--- src/rtl/lock_ctrl_param_if.sv ---
// Keypad lock bus: raw keys and switch digit in, entry/status out.
// Parameters must match the lock_ctrl_param instance it is bound to.
interface lock_ctrl_param_if #(
    parameter int unsigned NUM_DIGITS = 4,
    parameter int unsigned DIGIT_W    = 4,
    parameter int unsigned MAX_TRIES  = 3
);
    localparam int unsigned EW = NUM_DIGITS * DIGIT_W;
    localparam int unsigned CW = $clog2(NUM_DIGITS + 1);
    localparam int unsigned FW = $clog2(MAX_TRIES + 1);

    logic [DIGIT_W-1:0] digit_in;
    logic [3:0]         key_n;
    logic               set_mode;
    logic [EW-1:0]      entry_digits;
    logic [CW-1:0]      entry_cnt;
    logic [FW-1:0]      fail_cnt;
    logic               unlocked;
    logic               alarm;
    logic               locked_out;
    logic               code_updated;

    modport master (
        output digit_in, key_n, set_mode,
        input  entry_digits, entry_cnt, fail_cnt, unlocked, alarm, locked_out, code_updated
    );

    modport slave (
        input  digit_in, key_n, set_mode,
        output entry_digits, entry_cnt, fail_cnt, unlocked, alarm, locked_out, code_updated
    );
endinterface

--- src/rtl/lock_ctrl_param.sv ---
// Parametrised keypad lock core: key edge detect, N-digit entry, code compare, timed unlock/alarm/lockout.
// Optional code change in UNLOCKED is enabled by defining LOCK_PWD_CHANGE_EN.
module lock_ctrl_param #(
    parameter int unsigned NUM_DIGITS  = 4,
    parameter int unsigned DIGIT_W     = 4,
    parameter int unsigned DIGIT_MAX   = 9,
    parameter logic [NUM_DIGITS*DIGIT_W-1:0] DEFAULT_CODE = 16'h1234,
    parameter int unsigned MAX_TRIES   = 3,
    parameter int unsigned UNLOCK_CYC  = 50_000_000,
    parameter int unsigned ERR_CYC     = 25_000_000,
    parameter int unsigned LOCKOUT_CYC = 500_000_000
) (
    input  logic              clk,
    input  logic              rst,
    lock_ctrl_param_if.slave  bus
);
    localparam int unsigned EW = NUM_DIGITS * DIGIT_W;
    localparam int unsigned CW = $clog2(NUM_DIGITS + 1);
    localparam int unsigned FW = $clog2(MAX_TRIES + 1);
    localparam int unsigned MAX_CYC =
        (UNLOCK_CYC > ERR_CYC) ? ((UNLOCK_CYC > LOCKOUT_CYC) ? UNLOCK_CYC : LOCKOUT_CYC)
                               : ((ERR_CYC > LOCKOUT_CYC) ? ERR_CYC : LOCKOUT_CYC);
    localparam int unsigned TW = (MAX_CYC > 1) ? $clog2(MAX_CYC) : 1;

    typedef enum logic [2:0] {IDLE, ENTRY, UNLOCKED, ERROR, LOCKOUT} state_t;

    state_t        state, state_n;
    logic [3:0]    sync1, sync2, prev;
    logic [3:0]    ev_c;
    logic          ev_digit_c, ev_enter_c, ev_clear_c, ev_lock_c;
    logic          digit_ok_c, full_c;
    logic [EW-1:0] entry, entry_n;
    logic [CW-1:0] cnt, cnt_n;
    logic [FW-1:0] fail, fail_n, fail_inc_c;
    logic [TW-1:0] timer, timer_n;
    logic [EW-1:0] code_c;
    logic          code_load_c;
    logic          unlocked_q, alarm_q, locked_q;

    // Two-flop synchroniser plus previous-value flop; press = registered 1->0 edge
    always_ff @(posedge clk or negedge rst) begin
        if (!rst) begin
            sync1 <= 4'hF;
            sync2 <= 4'hF;
            prev  <= 4'hF;
        end else begin
            sync1 <= bus.key_n;
            sync2 <= sync1;
            prev  <= sync2;
        end
    end

    assign ev_c       = prev & ~sync2;
    assign ev_clear_c = ev_c[2];
    assign ev_enter_c = ev_c[1] & ~ev_c[2];
    assign ev_lock_c  = ev_c[3] & ~ev_c[2] & ~ev_c[1];
    assign ev_digit_c = ev_c[0] & ~(|ev_c[3:1]);

    assign digit_ok_c = (32'(bus.digit_in) <= DIGIT_MAX) && (cnt < CW'(NUM_DIGITS));
    assign full_c     = (cnt == CW'(NUM_DIGITS));
    assign fail_inc_c = fail + FW'(1);

    // Next-state and datapath
    always_comb begin
        state_n     = state;
        entry_n     = entry;
        cnt_n       = cnt;
        fail_n      = fail;
        timer_n     = (timer != '0) ? timer - TW'(1) : timer;
        code_load_c = 1'b0;
        case (state)
            IDLE, ENTRY, UNLOCKED: begin
                if (ev_clear_c) begin
                    entry_n = '0;
                    cnt_n   = '0;
                    state_n = IDLE;
                end else if (ev_enter_c) begin
                    if (full_c) begin
                        if (state == UNLOCKED) begin
`ifdef LOCK_PWD_CHANGE_EN
                            if (bus.set_mode) begin
                                code_load_c = 1'b1;
                                entry_n     = '0;
                                cnt_n       = '0;
                                timer_n     = TW'(UNLOCK_CYC - 1);
                            end
`endif
                        end else if (entry == code_c) begin
                            state_n = UNLOCKED;
                            fail_n  = '0;
                            timer_n = TW'(UNLOCK_CYC - 1);
                            entry_n = '0;
                            cnt_n   = '0;
                        end else begin
                            fail_n  = fail_inc_c;
                            entry_n = '0;
                            cnt_n   = '0;
                            if (fail_inc_c == FW'(MAX_TRIES)) begin
                                state_n = LOCKOUT;
                                timer_n = TW'(LOCKOUT_CYC - 1);
                            end else begin
                                state_n = ERROR;
                                timer_n = TW'(ERR_CYC - 1);
                            end
                        end
                    end
                end else if (ev_lock_c) begin
                    if (state == UNLOCKED) state_n = IDLE;
                end else if (ev_digit_c && digit_ok_c) begin
                    entry_n = (entry << DIGIT_W) | EW'(bus.digit_in);
                    cnt_n   = cnt + CW'(1);
                    if (state == IDLE) state_n = ENTRY;
                end
                // Auto-relock; a code change in the same cycle restarts the timer instead
                if (state == UNLOCKED && state_n == UNLOCKED && timer == '0 && !code_load_c)
                    state_n = IDLE;
            end
            ERROR: begin
                if (timer == '0) state_n = IDLE;
            end
            LOCKOUT: begin
                if (timer == '0) begin
                    state_n = IDLE;
                    fail_n  = '0;
                end
            end
            default: state_n = IDLE;
        endcase
    end

    // State, datapath and registered status outputs
    always_ff @(posedge clk or negedge rst) begin
        if (!rst) begin
            state      <= IDLE;
            entry      <= '0;
            cnt        <= '0;
            fail       <= '0;
            timer      <= '0;
            unlocked_q <= 1'b0;
            alarm_q    <= 1'b0;
            locked_q   <= 1'b0;
        end else begin
            state      <= state_n;
            entry      <= entry_n;
            cnt        <= cnt_n;
            fail       <= fail_n;
            timer      <= timer_n;
            unlocked_q <= (state_n == UNLOCKED);
            alarm_q    <= (state_n == ERROR) || (state_n == LOCKOUT);
            locked_q   <= (state_n == LOCKOUT);
        end
    end

`ifdef LOCK_PWD_CHANGE_EN
    logic [EW-1:0] code_q;
    logic          updated_q;

    always_ff @(posedge clk or negedge rst) begin
        if (!rst) begin
            code_q    <= DEFAULT_CODE;
            updated_q <= 1'b0;
        end else begin
            if (code_load_c) code_q <= entry;
            updated_q <= code_load_c;
        end
    end

    assign code_c           = code_q;
    assign bus.code_updated = updated_q;
`else
    logic set_mode_unused;

    assign set_mode_unused  = bus.set_mode;
    assign code_c           = DEFAULT_CODE;
    assign bus.code_updated = 1'b0;
`endif

    assign bus.entry_digits = entry;
    assign bus.entry_cnt    = cnt;
    assign bus.fail_cnt     = fail;
    assign bus.unlocked     = unlocked_q;
    assign bus.alarm        = alarm_q;
    assign bus.locked_out   = locked_q;
endmodule

--- src/flat_wrapper.sv ---
// flat-port wrapper written by rule: the top's interface ports become plain ports
module lock_ctrl_param_flat 
#(
    parameter int unsigned NUM_DIGITS  = 4,
    parameter int unsigned DIGIT_W     = 4,
    parameter int unsigned DIGIT_MAX   = 9,
    parameter logic [NUM_DIGITS*DIGIT_W-1:0] DEFAULT_CODE = 16'h1234,
    parameter int unsigned MAX_TRIES   = 3,
    parameter int unsigned UNLOCK_CYC  = 50_000_000,
    parameter int unsigned ERR_CYC     = 25_000_000,
    parameter int unsigned LOCKOUT_CYC = 500_000_000
)
  (clk, rst, bus_digit_in, bus_key_n, bus_set_mode, bus_entry_digits, bus_entry_cnt, bus_fail_cnt, bus_unlocked, bus_alarm, bus_locked_out, bus_code_updated);
  lock_ctrl_param_if #(.NUM_DIGITS(NUM_DIGITS), .DIGIT_W(DIGIT_W), .MAX_TRIES(MAX_TRIES)) bus_i ();
  input  logic clk;
  input  logic rst;
  input wire logic [$bits(bus_i.digit_in)-1:0] bus_digit_in;
  input wire logic [$bits(bus_i.key_n)-1:0] bus_key_n;
  input wire logic [$bits(bus_i.set_mode)-1:0] bus_set_mode;
  output wire logic [$bits(bus_i.entry_digits)-1:0] bus_entry_digits;
  output wire logic [$bits(bus_i.entry_cnt)-1:0] bus_entry_cnt;
  output wire logic [$bits(bus_i.fail_cnt)-1:0] bus_fail_cnt;
  output wire logic [$bits(bus_i.unlocked)-1:0] bus_unlocked;
  output wire logic [$bits(bus_i.alarm)-1:0] bus_alarm;
  output wire logic [$bits(bus_i.locked_out)-1:0] bus_locked_out;
  output wire logic [$bits(bus_i.code_updated)-1:0] bus_code_updated;
  assign bus_i.digit_in = bus_digit_in;
  assign bus_i.key_n = bus_key_n;
  assign bus_i.set_mode = bus_set_mode;
  assign bus_entry_digits = bus_i.entry_digits;
  assign bus_entry_cnt = bus_i.entry_cnt;
  assign bus_fail_cnt = bus_i.fail_cnt;
  assign bus_unlocked = bus_i.unlocked;
  assign bus_alarm = bus_i.alarm;
  assign bus_locked_out = bus_i.locked_out;
  assign bus_code_updated = bus_i.code_updated;
  lock_ctrl_param #(.NUM_DIGITS(NUM_DIGITS), .DIGIT_W(DIGIT_W), .DIGIT_MAX(DIGIT_MAX), .DEFAULT_CODE(DEFAULT_CODE), .MAX_TRIES(MAX_TRIES), .UNLOCK_CYC(UNLOCK_CYC), .ERR_CYC(ERR_CYC), .LOCKOUT_CYC(LOCKOUT_CYC)) u_core (.clk(clk), .rst(rst), .bus(bus_i));
endmodule
--- config.mk ---
export PLATFORM = sky130hd
export DESIGN_NAME = lock_ctrl_param_flat
export DESIGN_NICKNAME = d
export VERILOG_FILES = /design/src/rtl/lock_ctrl_param_if.sv /design/src/rtl/lock_ctrl_param.sv /design/src/flat_wrapper.sv
export SDC_FILE = /design/constraint.sdc
export NUM_CORES = 1
export LEC_CHECK = 0
export BUFFER_PORTS_ARGS = -buffer_cell sky130_fd_sc_hd__buf_2
export CORE_UTILIZATION = 52
export DETAILED_ROUTE_END_ITERATION = 10
export GPL_TIMING_DRIVEN = 0
export PLACE_DENSITY = 0.75
export SLEW_MARGIN = 20
export SYNTH_ARGS = -nofsm -noshare
export SYNTH_HDL_FRONTEND = slang
export SYNTH_SLANG_ARGS = --single-unit
--- constraint.sdc ---
create_clock -name clk -period 2.1 [get_ports clk]
set_input_delay 0.21 -clock clk [delete_from_list [all_inputs] [get_ports clk]]
set_output_delay 0.21 -clock clk [all_outputs]
set_load 0.02 [all_outputs]
## Yosys cells after proc, flatten, opt, wreduce, memory -nomap -nowiden

Cells that the tools add are included.

| operators by class | value |
|---|---|
| equality and inequality tests | 19 |
| $add $sub $neg | 3 |
| reductions and logical operators | 15 |
| magnitude comparators | 2 |
| muxes and demuxes | 41 |
| bitwise gates (word level) | 10 |

Operator list:

| operator | number |
|---|---|
| 29-bit two-way mux | 8 |
| 16-bit two-way mux | 6 |
| 3-bit two-way mux | 19 |
| 29-bit zero test | 1 |
| 29-bit nonzero test | 1 |
| 29-bit by 1-bit subtractor with 29-bit output (second input constant) | 1 |
| 16-bit by 13-bit == test with 1-bit output (second input constant) | 1 |
| 16-bit by 4-bit OR with 16-bit output | 1 |
| 3-bit by 2-bit == test with 1-bit output (second input constant) | 5 |
| 2-bit two-way mux | 6 |
| 3-bit == test (second input constant) | 3 |
| 2-bit by 1-bit != test with 1-bit output (second input constant) | 3 |
| 3-bit by 2-bit != test with 1-bit output (second input constant) | 2 |
| 3-bit one-hot mux with 2 select lines | 1 |
| 6-bit AND reduction | 1 |
| 3-bit OR reduction | 2 |
| 5-bit AND reduction | 1 |
| 1-bit AND | 4 |
| 4-bit AND | 1 |
| 4-bit less-or-equal comparator (second input constant) | 1 |
| 1-bit logical AND | 4 |
| 2-bit != test (second input constant) | 2 |
| 4-bit NOT | 1 |
| 2-bit one-hot mux with 2 select lines | 1 |
| 12 further kinds | 14 |

| word-level totals | value |
|---|---|
| output and inout port bits | 25 |
| register bits | 68 |

## Depth between registers and ports, before layout

| depth | value |
|---|---|
| word-level depth | 18 |
| depth in mapped cells | 9 |
| depth with buffers taken out | 9 |

## Worst setup path after synthesis

No wires, ideal clock.

| timing | value |
|---|---|
| path kind | reg2reg |
| from | register u_core.timer[7] |
| to | register u_core.timer[22] |
| period minus slack after synthesis | 2197 ps |
| path buffers | 1 |
| stages on the path, launching flop included | 7 |
| data required time | 1966 ps |
| data arrival time | 2063 ps |
| path slack | -97 ps |
| library setup time | 134 ps |
| cell sequence | dfrtp_1 -> or4_4 -> buf_6 -> or4_4 -> nor4_1 -> xnor2_1 -> nand2_1 |

| between the ends | value |
|---|---|
| longest elaborated chain between the ends | 7 |

RTL lines:

| what | line | text |
|---|---|---|
| start: declaration | lock_ctrl_param.sv:35 | `logic [TW-1:0] timer, timer_n;` |
| start signal: assignment | lock_ctrl_param.sv:147 | `timer <= timer_n;` |
| 29-bit by 1-bit subtractor with 29-bit output / 29-bit nonzero test (equally long branches) | lock_ctrl_param.sv:69 | `timer_n = (timer != '0) ? timer - TW'(1) : timer;` |
| 29-bit two-way mux (*) | lock_ctrl_param.sv:69 |  |
| 29-bit two-way mux | lock_ctrl_param.sv:79 | `if (state == UNLOCKED) begin` |
| 29-bit two-way mux | lock_ctrl_param.sv:78 | `if (full_c) begin` |
| 29-bit two-way mux | lock_ctrl_param.sv:77 | `end else if (ev_enter_c) begin` |
| 29-bit two-way mux | lock_ctrl_param.sv:73 | `if (ev_clear_c) begin` |
| 29-bit two-way mux (*) | lock_ctrl_param.sv:71 | `case (state)` |
| named net u_core.timer_n[22] | lock_ctrl_param.sv:35 |  |

Mark *: on every way through the listed nets, which the timed path passes. The rest lies on a longest branch.
A chain may end at the register's enable or synchronous reset.

## Worst setup path in the final report

| timing | value |
|---|---|
| from | register u_core.timer[1] |
| to | register u_core.timer[10] |

The elaborated chain is that of the path after synthesis.

==> results.md <==
* Status: finished with violations
* Failing checks: negative setup slack
* Number of antenna repair diodes at 0
* Pre-Repair DR Iteration Count at 4
* Multiplexer area fraction after synthesis at 0.00706
* Number of nets still failing antenna checks after routing at 0
* Fraction of registers with async set or reset after synthesis at 1.00
* CTS clock-pin slew for the worst setup and hold paths at 0.08 ns
* Worst voltage drop across the vdd grid at 0.601 mV
* Largest cells by area after synthesis: sky130_fd_sc_hd__dfrtp_1 (44%), sky130_fd_sc_hd__dfstp_2 (9.9%), sky130_fd_sc_hd__a22o_1 (4.7%), sky130_fd_sc_hd__xor2_1 (4.1%), sky130_fd_sc_hd__xnor2_1 (2.7%)
* Area of all placed cells without fillers at ~4400 µm²
* Total Die Area at ~6400 µm²
* Number of instances in the synthesized netlist at approximately 300
* Area overhead of the layout relative to synthesis at 37.4%
* Total number of H-tree levels at 3
* Number of enable-type register cells in the synthesized netlist at 0
* Synthesized area per cell at 10.8 µm²
* Number of library cell types mapped by synthesis at 51
* Combined area of all synthesized cells at between 3000 and 4000 µm²
* Critical Path Sink Type: register
* DIE HEIGHT at 80.3 µm
* Average wire length per cell after detail routing at 17.9 µm
* Final core occ at 0.740
* Clk_skew at between 0.01 and 0.015 ns
* Power density over the cells at 998 nW/µm²
* Fraction of final layout cells with drive strength greater than 1 at 0.425
* Main combinational cell family by area after synthesis: simple AND/OR/NAND/NOR gates
* Simple-gate portion of the synthesized area at 0.208
* Slack of the critical path at -0.297 ns
* Number of buffers inserted during clock tree synthesis at 9
* Fraction of the yosys area taken by sequential cells at 0.538
* Warnings, synthesis at 0
* Max Transition Viols Final at 0
* Smallest hold slack at roughly 0.088 ns
* PortBufs at 33
* RSZ-0062 raised after global routing: true
* Post-route total power at 4.37 mW
* Dominant cell type by area after synthesis: sky130_fd_sc_hd__dfrtp_1
* Fraction of the mapped netlist area in compound gates at 0.128
* Placer Congestion at between 0.8 and 0.9
* Post-route DRC at 0
* Initial antenna violation count at 0
* Starting utilization of the core area at 0.538
* Nets in the synthesized netlist at just over 300
* Width of the die at approximately 80 µm
* Worst setup path category: reg2reg
* Total number of clock tree sinks at 68
* 1st-iter DRT viols at 168
* Leakage at between 1.5 and 2 nW
* Count of maximum capacitance violations at 0
* Number of cells after detailed placement at approximately 400
* Adder-cell share of the synthesized area at 0.0196
* Clock insertion delay at the later pin of the skew report at ~0.35 ns
* Largest net degree at the start of global routing at 51
* Xor/xnor cell area share of the yosys netlist at 0.0687
* FMAX at between 400 and 500 MHz
* Final worst-path cycle share at 1.14
* Top cells by instance count after synthesis: sky130_fd_sc_hd__dfrtp_1 (56), sky130_fd_sc_hd__nand2_1 (22), sky130_fd_sc_hd__a22o_1 (17), sky130_fd_sc_hd__nor2_1 (17), sky130_fd_sc_hd__xor2_1 (15)
* Final-report hold violation count at 0
* Count leader, synth: sky130_fd_sc_hd__dfrtp_1
* Core region area at around 5900 µm²
* Row cnt at 28
* Post-detailed-placement half-perimeter wirelength at between 4000 and 5000 µm
* Required time worst endpoint at 2.39 ns
* Overall global routing resource usage at 0.258
* CP arrival at around 2.7 ns
* Slew at the pin closest to its max-slew limit at between 0.5 and 0.6 ns
* Mean number of vias per cell at 6.00
* Overall via count from detail_route at roughly 2700
* Number of fill cells in the layout at 363
* Worst slew margin at 0.618
* Post-synth top flop: sky130_fd_sc_hd__dfrtp_1
* Fraction of synthesized cell area taken by the top area cell type at 0.440
* Number of endpoints failing setup at the final stage at 35
* CTS max path bufs at 2
* Number of global-route vias before repair at 2608
* Hold depth at 2
* Total length of routed wires at approximately 8000 µm
* Clock tree from TritonCTS: built
* Layout Nets at slightly below 400
* Depth of the worst register-to-register path at 9
* Total I/O pin count at 36
* Post-place instance area at around 3500 µm²
* Root buf cell: sky130_fd_sc_hd__clkbuf_8
* Clock period minus final worst setup slack at approximately 2.4 ns
* #FFs+latches synth at just under 70
* Finished Layout Cells at about 460
* Kind of path behind the tightest hold check: in2reg
* Startpoint type of the worst setup path: register
* Total overflow reported by the global router at 0
* Worst-path maximum fanout at 4
* First-pass GRT wire length at 12200 µm
[area by class of cell]
type                    count  area [µm²]  area share
clock inverters             6        45.0      0.0103
repair buffers             73         553       0.126
inverters                  10        37.5     0.00857
multi-input cells         206        1750       0.399
clock buffers              10         138      0.0314
well taps                  75        93.8      0.0214
flip-flops and latches     68        1720       0.392
plain buffers               8        47.5      0.0109
[cells in the final DEF, fill, tap and decap left out, types with 3 or more instances in the layout]
cell type,Yosys,routed
sky130_fd_sc_hd__buf_6,1,6
sky130_fd_sc_hd__nand3_2,0,5
sky130_fd_sc_hd__o21ai_0,8,4
sky130_fd_sc_hd__a21oi_1,14,12
sky130_fd_sc_hd__inv_1,10,7
sky130_fd_sc_hd__clkbuf_1,7,4
sky130_fd_sc_hd__a31oi_1,5,3
sky130_fd_sc_hd__dfrtp_1,56,55
sky130_fd_sc_hd__nor3_1,10,5
sky130_fd_sc_hd__inv_2,0,3
sky130_fd_sc_hd__nor3_2,3,3
sky130_fd_sc_hd__nand2_1,22,18
sky130_fd_sc_hd__or4_4,2,5
sky130_fd_sc_hd__or3_1,5,3
sky130_fd_sc_hd__ha_1,5,3
sky130_fd_sc_hd__nand3_1,10,4
sky130_fd_sc_hd__nor3_4,0,5
sky130_fd_sc_hd__nand4_1,4,4
sky130_fd_sc_hd__nand2_2,0,4
sky130_fd_sc_hd__nor2_1,17,14
sky130_fd_sc_hd__buf_2,2,33
sky130_fd_sc_hd__xor2_1,15,15
sky130_fd_sc_hd__xnor2_1,10,8
sky130_fd_sc_hd__nor4_4,0,5
sky130_fd_sc_hd__clkbuf_8,0,10
sky130_fd_sc_hd__dfstp_2,12,12
sky130_fd_sc_hd__nor2b_1,5,3
sky130_fd_sc_hd__o31ai_1,3,3
sky130_fd_sc_hd__dlygate4sd3_1,0,5
sky130_fd_sc_hd__o21ai_1,3,5
sky130_fd_sc_hd__inv_4,0,3
sky130_fd_sc_hd__buf_4,1,28
sky130_fd_sc_hd__nand2b_1,5,5
sky130_fd_sc_hd__nor4_1,6,3
sky130_fd_sc_hd__a22o_1,17,17
[state kept, by name (all words and copies together), names as in the netlist]
signal and count:
u_core.timer 29, u_core.bus.entry_digits 16, u_core.prev 4, u_core.sync1 4
u_core.sync2 4, u_core.bus.entry_cnt 3, u_core.state 3, u_core.bus.fail_cnt 2
u_core.bus.alarm 1, u_core.bus.locked_out 1, u_core.bus.unlocked 1
[worst max-delay path, cell delays in order, from the launching register on]
cell and delay [ns]:
sky130_fd_sc_hd__dfrtp_1 0.40, sky130_fd_sc_hd__inv_2 0.11, sky130_fd_sc_hd__buf_4 0.14, sky130_fd_sc_hd__ha_4 0.12, sky130_fd_sc_hd__or3b_4 0.39, sky130_fd_sc_hd__buf_4 0.18, sky130_fd_sc_hd__nor3_1 0.30, sky130_fd_sc_hd__nand2_1 0.18
sky130_fd_sc_hd__or4_1 0.42, sky130_fd_sc_hd__nand3_1 0.09
[layer usage]
metal	wire length (µm)	vias up	GRT usage
met5	0	-	0
met4	208	0	0.139
met3	485	20	0.0727
met2	4120	108	0.409
met1	3360	1376	0.319
li1	-	1232	-
[per-stage QoR]
| stage | worst slack (ns) | TNS (ns) |
|---|---|---|
| after floorplan | -0.0444 | -0.151 |
| after global placement | -0.349 | -9.44 |
| after detailed placement | -0.324 | -10.44 |
| after CTS | -0.0787 | -0.882 |
| after global routing | -0.362 | -8.33 |
| final | -0.297 | -5.14 |
[kinds of logic (layout without fill, tap and decap cells)]
group / Yosys count / after routing
xor gates and xnor gates: 25 / 25
AOI/OAI and AO/OA: 60 / 60
other: 1 / 1
DFF: 68 / 68
and+or+nand+nor: 113 / 113
muxes: 2 / 2
adders and majority gates: 5 / 5
buffers and inverters: 21 / 107
[power breakdown]
part	internal, mW	leakage [nW]	switching [mW]
Sequential	1.58	0.862	0.348
Clock	0.471	0.0981	0.542
Combinational	0.714	0.968	0.711
Total	2.77	1.93	1.60
[timing repair]
action,4_1_cts,5_1_grt
setup buffers,18,15
hold buffers,5,0
hold endpoints to repair,22,0
cloned,0,1
resized for setup,38,44
pin swaps,16,44
endpoints found under the setup margin,49,48
[worst paths after layout]
check	start	to	slack, ns
max in group asynchronous	rst	u_core.sync1[0]	1.25
min reg2reg	u_core.sync1[3]	u_core.sync2[3]	0.36
min in group asynchronous	rst	u_core.timer[3]	0.27
max	u_core.timer[1]	u_core.timer[10]	-0.30
max reg2reg	u_core.timer[1]	u_core.timer[10]	-0.30
min	bus_digit_in[0]	u_core.bus.entry_digits[0]	0.09
(Power assumes the default switching activity.)
